### src/rtl/ethernet_perf_counter_reader.sv
// Snapshot, delta and clear engine for the MAC performance counters.
// Exposes shadows, deltas and status over a 32-bit management read port.
package eth_perf_pkg;
  typedef struct packed {
    logic [63:0] rx_frames;
    logic [63:0] rx_crc_err;
    logic [63:0] rx_bytes;
    logic [63:0] tx_frames;
    logic [63:0] tx_bytes;
  } EthernetMacPerformanceData;
endpackage

module ethernet_perf_counter_reader
  import eth_perf_pkg::*;
#(
  parameter int CLEAR_CYCLES = 4
) (
  input  logic                      clk,
  input  logic                      rst,
  input  EthernetMacPerformanceData counters,
  input  logic                      cmd_valid,
  input  logic [1:0]                cmd_op,
  output logic                      cmd_ready,
  input  logic                      rd_en,
  input  logic [4:0]                rd_addr,
  output logic                      rd_valid,
  output logic [31:0]               rd_data,
  output logic                      rst_rx_out,
  output logic                      rst_tx_out
);

  typedef enum logic [1:0] {
    IDLE,
    SNAP_CAPTURE,
    SNAP_DELTA,
    CLEARING
  } state_t;

  state_t      state;
  logic [63:0] live     [5];
  logic [63:0] shadow   [5];
  logic [63:0] baseline [5];
  logic [31:0] delta    [5];
  logic [31:0] delta_nx [5];
  logic [63:0] diff     [5];
  logic [15:0] snap_seq;
  logic [7:0]  clr_cnt;
  logic        clr_tx;
  logic        snap_busy;
  logic [31:0] rd_word;
  logic [2:0]  sidx;
  logic [2:0]  didx;

  assign live[0] = counters.rx_frames;
  assign live[1] = counters.rx_crc_err;
  assign live[2] = counters.rx_bytes;
  assign live[3] = counters.tx_frames;
  assign live[4] = counters.tx_bytes;

  assign snap_busy = (state == SNAP_CAPTURE) ||
                     (state == SNAP_DELTA);

  // Per-counter delta; a shrinking counter means it was cleared externally.
  always_comb begin
    for (int i = 0; i < 5; i++) begin
      if (shadow[i] < baseline[i])
        diff[i] = shadow[i];
      else
        diff[i] = shadow[i] - baseline[i];
      delta_nx[i] = (|diff[i][63:32]) ? 32'hFFFF_FFFF
                                      : diff[i][31:0];
    end
  end

  // Command FSM: snapshot, delta computation and timed clear pulses.
  always_ff @(posedge clk or posedge rst) begin
    if (rst) begin
      state      <= IDLE;
      cmd_ready  <= 1'b1;
      rst_rx_out <= 1'b0;
      rst_tx_out <= 1'b0;
      clr_cnt    <= '0;
      clr_tx     <= 1'b0;
      snap_seq   <= '0;
      for (int i = 0; i < 5; i++) begin
        shadow[i]   <= '0;
        baseline[i] <= '0;
        delta[i]    <= '0;
      end
    end else begin
      unique case (state)
        IDLE: begin
          if (cmd_valid && cmd_ready) begin
            if (cmd_op == 2'd1) begin
              state     <= SNAP_CAPTURE;
              cmd_ready <= 1'b0;
            end else if (cmd_op != 2'd0) begin
              state      <= CLEARING;
              cmd_ready  <= 1'b0;
              clr_tx     <= (cmd_op == 2'd3);
              rst_rx_out <= (cmd_op == 2'd2);
              rst_tx_out <= (cmd_op == 2'd3);
              clr_cnt    <= 8'(CLEAR_CYCLES - 1);
            end
          end
        end
        SNAP_CAPTURE: begin
          for (int i = 0; i < 5; i++) begin
            shadow[i]   <= live[i];
            baseline[i] <= shadow[i];
          end
          state <= SNAP_DELTA;
        end
        SNAP_DELTA: begin
          for (int i = 0; i < 5; i++)
            delta[i] <= delta_nx[i];
          snap_seq  <= snap_seq + 16'd1;
          state     <= IDLE;
          cmd_ready <= 1'b1;
        end
        CLEARING: begin
          if (clr_cnt == 8'd0) begin
            for (int i = 0; i < 5; i++)
              if ((i >= 3) == clr_tx)
                shadow[i] <= '0;
            rst_rx_out <= 1'b0;
            rst_tx_out <= 1'b0;
            state      <= IDLE;
            cmd_ready  <= 1'b1;
          end else begin
            clr_cnt <= clr_cnt - 8'd1;
          end
        end
        default: state <= IDLE;
      endcase
    end
  end

  assign sidx = rd_addr[3:1];
  assign didx = 3'(rd_addr - 5'd10);

  // Address decode of the management-visible register file.
  always_comb begin
    rd_word = '0;
    if (rd_addr < 5'd10)
      rd_word = rd_addr[0] ? shadow[sidx][63:32]
                           : shadow[sidx][31:0];
    else if (rd_addr < 5'd15)
      rd_word = delta[didx];
    else if (rd_addr == 5'd15)
      rd_word = {snap_seq, 13'b0, rst_tx_out,
                 rst_rx_out, snap_busy};
  end

  // One-cycle read pipeline; data holds when no read is issued.
  always_ff @(posedge clk or posedge rst) begin
    if (rst) begin
      rd_valid <= 1'b0;
      rd_data  <= '0;
    end else begin
      rd_valid <= rd_en;
      if (rd_en)
        rd_data <= rd_word;
    end
  end

endmodule

### config.mk
export PLATFORM = sky130hd
export DESIGN_NAME = ethernet_perf_counter_reader
export DESIGN_NICKNAME = d
export VERILOG_FILES = /design/src/rtl/ethernet_perf_counter_reader.sv
export SDC_FILE = /design/constraint.sdc
export NUM_CORES = 2
export LEC_CHECK = 0
export CAP_MARGIN = 15
export CELL_PAD_IN_SITES_DETAIL_PLACEMENT = 0
export CELL_PAD_IN_SITES_GLOBAL_PLACEMENT = 1
export CORE_ASPECT_RATIO = 0.75
export CORE_MARGIN = 2
export CORE_UTILIZATION = 46
export CTS_CLUSTER_SIZE = 20
export DETAILED_ROUTE_END_ITERATION = 8
export PLACE_DENSITY = 0.81
export SLEW_MARGIN = 20
export SYNTH_ARGS = -nofsm -noshare
export SYNTH_HDL_FRONTEND = slang
export SYNTH_SLANG_ARGS = --single-unit
### constraint.sdc
create_clock -name clk -period 40.8 [get_ports clk]
set_input_delay 8.16 -clock clk [delete_from_list [all_inputs] [get_ports clk]]
set_output_delay 8.16 -clock clk [all_outputs]
set_load 0.03 [all_outputs]
## Word level (Yosys, flattened, before mapping)

Cells that the tools add are included.
W data, S select, Z words.

| word-level totals | value |
|---|---|
| flip-flop bits (word level) | 863 |
| output and inout bits | 36 |
| word-level logic and storage cells | 127 |

| operators by class | value |
|---|---|
| add/sub/neg operators | 8 |
| order comparisons | 9 |
| equality and inequality tests | 15 |
| muxes and demuxes | 48 |
| bitwise logic cells | 3 |
| reduce and logical (&&, ||, !) cells | 20 |

Operator list:

| operator | number |
|---|---|
| $pmux W320 S2 | 1 |
| $mux W64 | 9 |
| $mux W32 | 11 |
| $lt A64 B64 Y1 | 5 |
| $mux W320 | 1 |
| $sub A64 B64 Y64 | 5 |
| $bmux W64 S3 | 1 |
| $reduce_or A32 Y1 | 5 |
| $bmux W32 S3 | 1 |
| $mux W8 | 4 |
| $add A16 B1 Y16 const B | 1 |
| $pmux W8 S2 | 1 |
| $ne A2 B2 Y1 const B | 7 |
| $mux W1 | 11 |
| $lt A5 B4 Y1 const B | 2 |
| $reduce_and A5 Y1 | 2 |
| $reduce_and A3 Y1 | 3 |
| $eq A2 B2 Y1 const B | 4 |
| $ge A4 B4 Y1 const B | 2 |
| $logic_not A8 Y1 | 1 |
| $mux W2 | 4 |
| $not A3 Y4 | 2 |
| $pmux W2 S4 | 1 |
| $reduce_and A4 Y1 | 2 |
| 13 further kinds | 17 |

## Logic depth before layout (Yosys ltp)

| logic depth | value |
|---|---|
| depth after elaboration | 7 |
| depth in mapped cells | 18 |

## Worst setup path before layout

Ideal clock, no wire load.

| path | value |
|---|---|
| kind | input to register |
| start | input rd_addr[0] |
| end | register rd_data[29] |
| setup time | 133 ps |
| arrival | 10,609 ps |
| slack | 30,058 ps |
| stages on the path | 9 |
| path buffers | 4 |
| path through | clkbuf_1 -> clkbuf_1 -> clkbuf_1 -> clkbuf_1 -> mux2_2 -> a221oi_1 -> o21ai_0 -> nand3_1 -> o21ai_0 |

| between the ends | value |
|---|---|
| cells in the longest elaborated chain, start to end | 7 |
| elaborated cells between the ends (all ways) | 12 |
| classes of those cells | add/sub (1); order compare (2); eq/ne (1); mux (7); bitwise (1) |

Ends and longest elaborated chain:

| item | RTL line | text |
|---|---|---|
| start, declared | 25 | `input logic [4:0] rd_addr,` |
| $sub A3 B2 Y3 | 140 | `assign didx = 3'(rd_addr - 5'd10);` |
| $not A3 Y4 (not written as such) | 149 | `rd_word = delta[didx];` |
| $bmux W32 S3 | 149 |  |
| $mux W32 (not written as such) (2 in a row) | 149 |  |
| $mux W32 | 148 | `else if (rd_addr < 5'd15)` |
| $mux W32 * | 145 | `if (rd_addr < 5'd10)` |
| end signal, assigned | 163 | `rd_data <= rd_word;` |
| end, declared | 27 | `output logic [31:0] rd_data,` |

Every way passes the cells marked *; elsewhere a longest branch is shown, timed or not. The select of a mux whose other input is x is not followed.
A chain may end at the register's enable or synchronous reset.

==> flow_summary.yaml <==
clock_network:
  holdBufCountCts: 0
  cts_num_sinks: 863
  post_cts_buffers: 0
  clkTransAtPathRegs_ns: 0.06
  insertion_delay_ns: 0.76
  cts_root_buf: "clkbuf_16"
  cts_tree: "done"
  cts_buffer_depth: 3
  numCtsBuffers: 95
  cts-htree-levels: 3
  ctsResizeCount: 0
setup_path:
  max_stage_delay_ns: 0.80
  cp_common_cell: "buf_4"
  cpLargestDelayFamily: "buffers and inverters"
  crit_chain: "clkdlybuf4s50_1 -> inv_8 -> buf_4 -> buf_4 -> buf_12 -> buf_4"
  worstPathMaxFanout: 150
  reg2reg_slack_ns: 35.21
  critical_path_buf_inv_count: 6
  path_class: "input port to async pin"
  cp.arrival_ns: 12.57
  crit_path_end_kind: "async pin"
  critPathSlowestCell: "buf_4"
  cp_data_required_time_ns: 41.57
  start_kind: "input port"
routing:
  route.vias.total: 59500
  drcViolationCount: 0
  drt-vias-per-instance: 6.30
  routed_wirelength_mm: 265
  drtIter0Drc: 8319
  routedWlPerCell_um: 28.0
  dr.pass1.iters: 6
  antenna_left: 0
layout:
  regArea_um2: 21600
  fin_nets: 8281
  multiInputGateArea_um2: 35300
  nFillCells: 12500
  areaGrowthSynthToFinish_pct: 13.7
  drive_above_1_share: 0.0616
run_status:
  outcome: "finished clean"
synth:
  synthCells: 7524
  yosysMostFrequentCell: "nand2_1"
  synthMuxAreaShare: 0.0514
  syn-cell-area_um2: 60200
  syn_area_per_cell_um2: 8.00
  synthSimpleGateAreaFrac: 0.212
  ys.flop_type: "dfrtp_1"
  yosys.area_share.xor_xnor: 0.0394
  synth_top_family_by_area: "compound AO/OA/AOI/OAI gates"
  synth_top_area_share: 0.358
  yosys.area_share.adder: 0.0702
  ys_warn_count: 0
  ys_seq_elements: 863
  synth_top_cells_by_count: "nand2_1 (1428), dfrtp_1 (862), o21ai_0 (709), a21oi_1 (657), nor2_1 (493)"
  ys_types: 100
  async_flop_share: 1.00
  synth_edf_count: 0
  synth-compound-area-share: 0.212
  synth_top_area_cell: "dfrtp_1"
  synthTopCellsByArea: "dfrtp_1 (36%), nand2_1 (8.9%), ha_1 (6.9%)"
  ys_seq_area_frac: 0.359
  synth_nets: 8190
placed_design:
  place_congestion: 1.06
  pre_cts_slack_ns: 28.04
  port-buffer-count: 366
  dp_hpwl_mm: 208
global_routing:
  grt_pass1_vias: 54600
  overflow: 0
  grt_use_total: 0.387
  grt_max_degree: 201
  antenna_found_initial: 29
  grt_pass1_wl_mm: 382
run:
  maxCapViolCount: 0
floorplanning:
  rows: 114
  die_w_um: 422
  core_area_um2: 129000
  num_io_pins: 367
  fp.dieArea_um2: 134000
  die_h_um: 317
  initial_core_util: 0.465
sta:
  drv_slew: 0
  relSlewSlack: 0.268
  fin_crit_sh: 0.289
  setup_ws_ns: 28.99
  tns_ns: 0
  worstMarginPinSlew_ns: 1.10
  rsz0062_at_grt: "false"
  setup-violations-final: 0
  fin_skew_ns: 0.0356
  max_freq_ghz: 0.0847
  hold_viol_final: 0
  min_period_ns: 11.81
power:
  switchingPower_uw: 465
  clockPowerShare: 0.498
  p_comb_frac: 0.048
  leakage_uw: 0.0273
  swShare: 0.244
  p_int_uw: 1440
  vdd_ir_drop_max_mv: 0.0332
  p_seq_frac: 0.454
  p_per_area_nw_per_um2: 27.8
hold_path:
  hp-class: "register to register"
-- power by group through the flow --
| stage | sequential, uW | combinational [uW] | clock [uW] |
|---|---|---|---|
| final | 866 | 90.9 | 950 |
| after global routing | 865 | 98.1 | 992 |
| after CTS | 866 | 91.7 | 959 |
| after detailed placement | 881 | 91.4 | 0 |
| after global placement | 881 | 91.5 | 0 |
| after floorplan | 884 | 32.7 | 0 |
-- kinds of logic (layout without fill, tap and decap cells) --
logic type	after synthesis	after routing
DFF	863	863
and+or+nand+nor	2879	2879
adders and majority gates	335	335
muxes	184	184
xor gates and xnor gates	271	271
AOI/OAI and AO/OA	2113	2113
buffers and inverters	879	1049
other	0	15
-- flip-flops by register name, summed over array words and instances (netlist names) --
register	cells
delta	160
cmd_ready	1
shadow	320
baseline	320
clr_cnt	8
state	2
rd_data	32
snap_seq	16
rst_tx_out	1
clr_tx	1
rd_valid	1
rst_rx_out	1
-- final timing paths --
kind                             start       endpoint  depth (start not counted)
setup / recovery                   rst  baseline[237]                          6
hold / removal              clr_cnt[3]     clr_cnt[3]                          1
setup reg to reg           shadow[192]      delta[98]                         17
hold reg to reg             clr_cnt[3]     clr_cnt[3]                          1
max in group clk            rd_addr[2]    rd_data[29]                         10
min in group asynchronous          rst     shadow[62]                          2
-- placed cells by master, fill, tap and decap left out, types with 37 or more instances in the layout --
cell type        count
clkbuf_16           97
o22ai_1             39
a31oi_1             59
xnor2_1            151
nand2_1           1428
a21oi_1            656
mux4_2              96
mux2_2              42
o21ai_0            709
nor3_1              71
nand2b_1            40
nand3_1            417
o21bai_1            56
o21a_1              49
and3_1              52
buf_4               93
xor2_1             120
mux2i_1             46
a22oi_1             37
a21o_1             140
nor2_1             487
dfrtp_1            862
clkdlybuf4s50_1    363
nand4_1            149
nor4_1              55
inv_1              409
ha_1               328
-- through the flow --
step	cell area [um2]	instances	utilization	hold WS, ns	total power (uW)
after floorplan	60200	7524	-	0.446	917
after global placement	65100	9258	0.503	0.479	973
after detailed placement	65100	9258	0.503	0.503	973
after CTS	68400	9434	0.529	0.518	1920
after global routing	68400	9438	0.529	0.525	1950
final	68500	9449	0.529	0.514	1910
-- layout make-up --
type                    instances  share of cell area
multi-input cells            5782               0.516
flip-flops and latches        863               0.315
repair buffers                461              0.0644
clock buffers                 125              0.0398
well taps                    1740              0.0318
inverters                     412              0.0228
clock inverters                51             0.00956
diodes                         15            0.000548
-- layer usage --
metal / routed length [um] / track usage / vias to the layer above
met1: 117000 / 0.565 / 29200
met4: 12700 / 0.159 / 10
met5: 58 / 0 / -
li1: - / - / 26800
met2: 105000 / 0.531 / 2923
met3: 29700 / 0.112 / 528
-- worst register-to-register path, stage by stage (launching register included) --
cell and delay, ns:
dfrtp_1 0.55, inv_1 0.09, ha_1 0.24, fa_1 0.40, nand2b_1 0.18, a21o_1 0.21
a31oi_1 0.67, a21o_1 0.29, and2_1 0.20, nor2_1 0.13, o21ai_4 0.32, buf_4 0.54
nor4b_1 0.33, nand4_1 0.23, nor4_1 0.32, o2111a_1 0.23, buf_4 0.35, a21oi_1 0.15
Power figures use the tool's default switching activity.
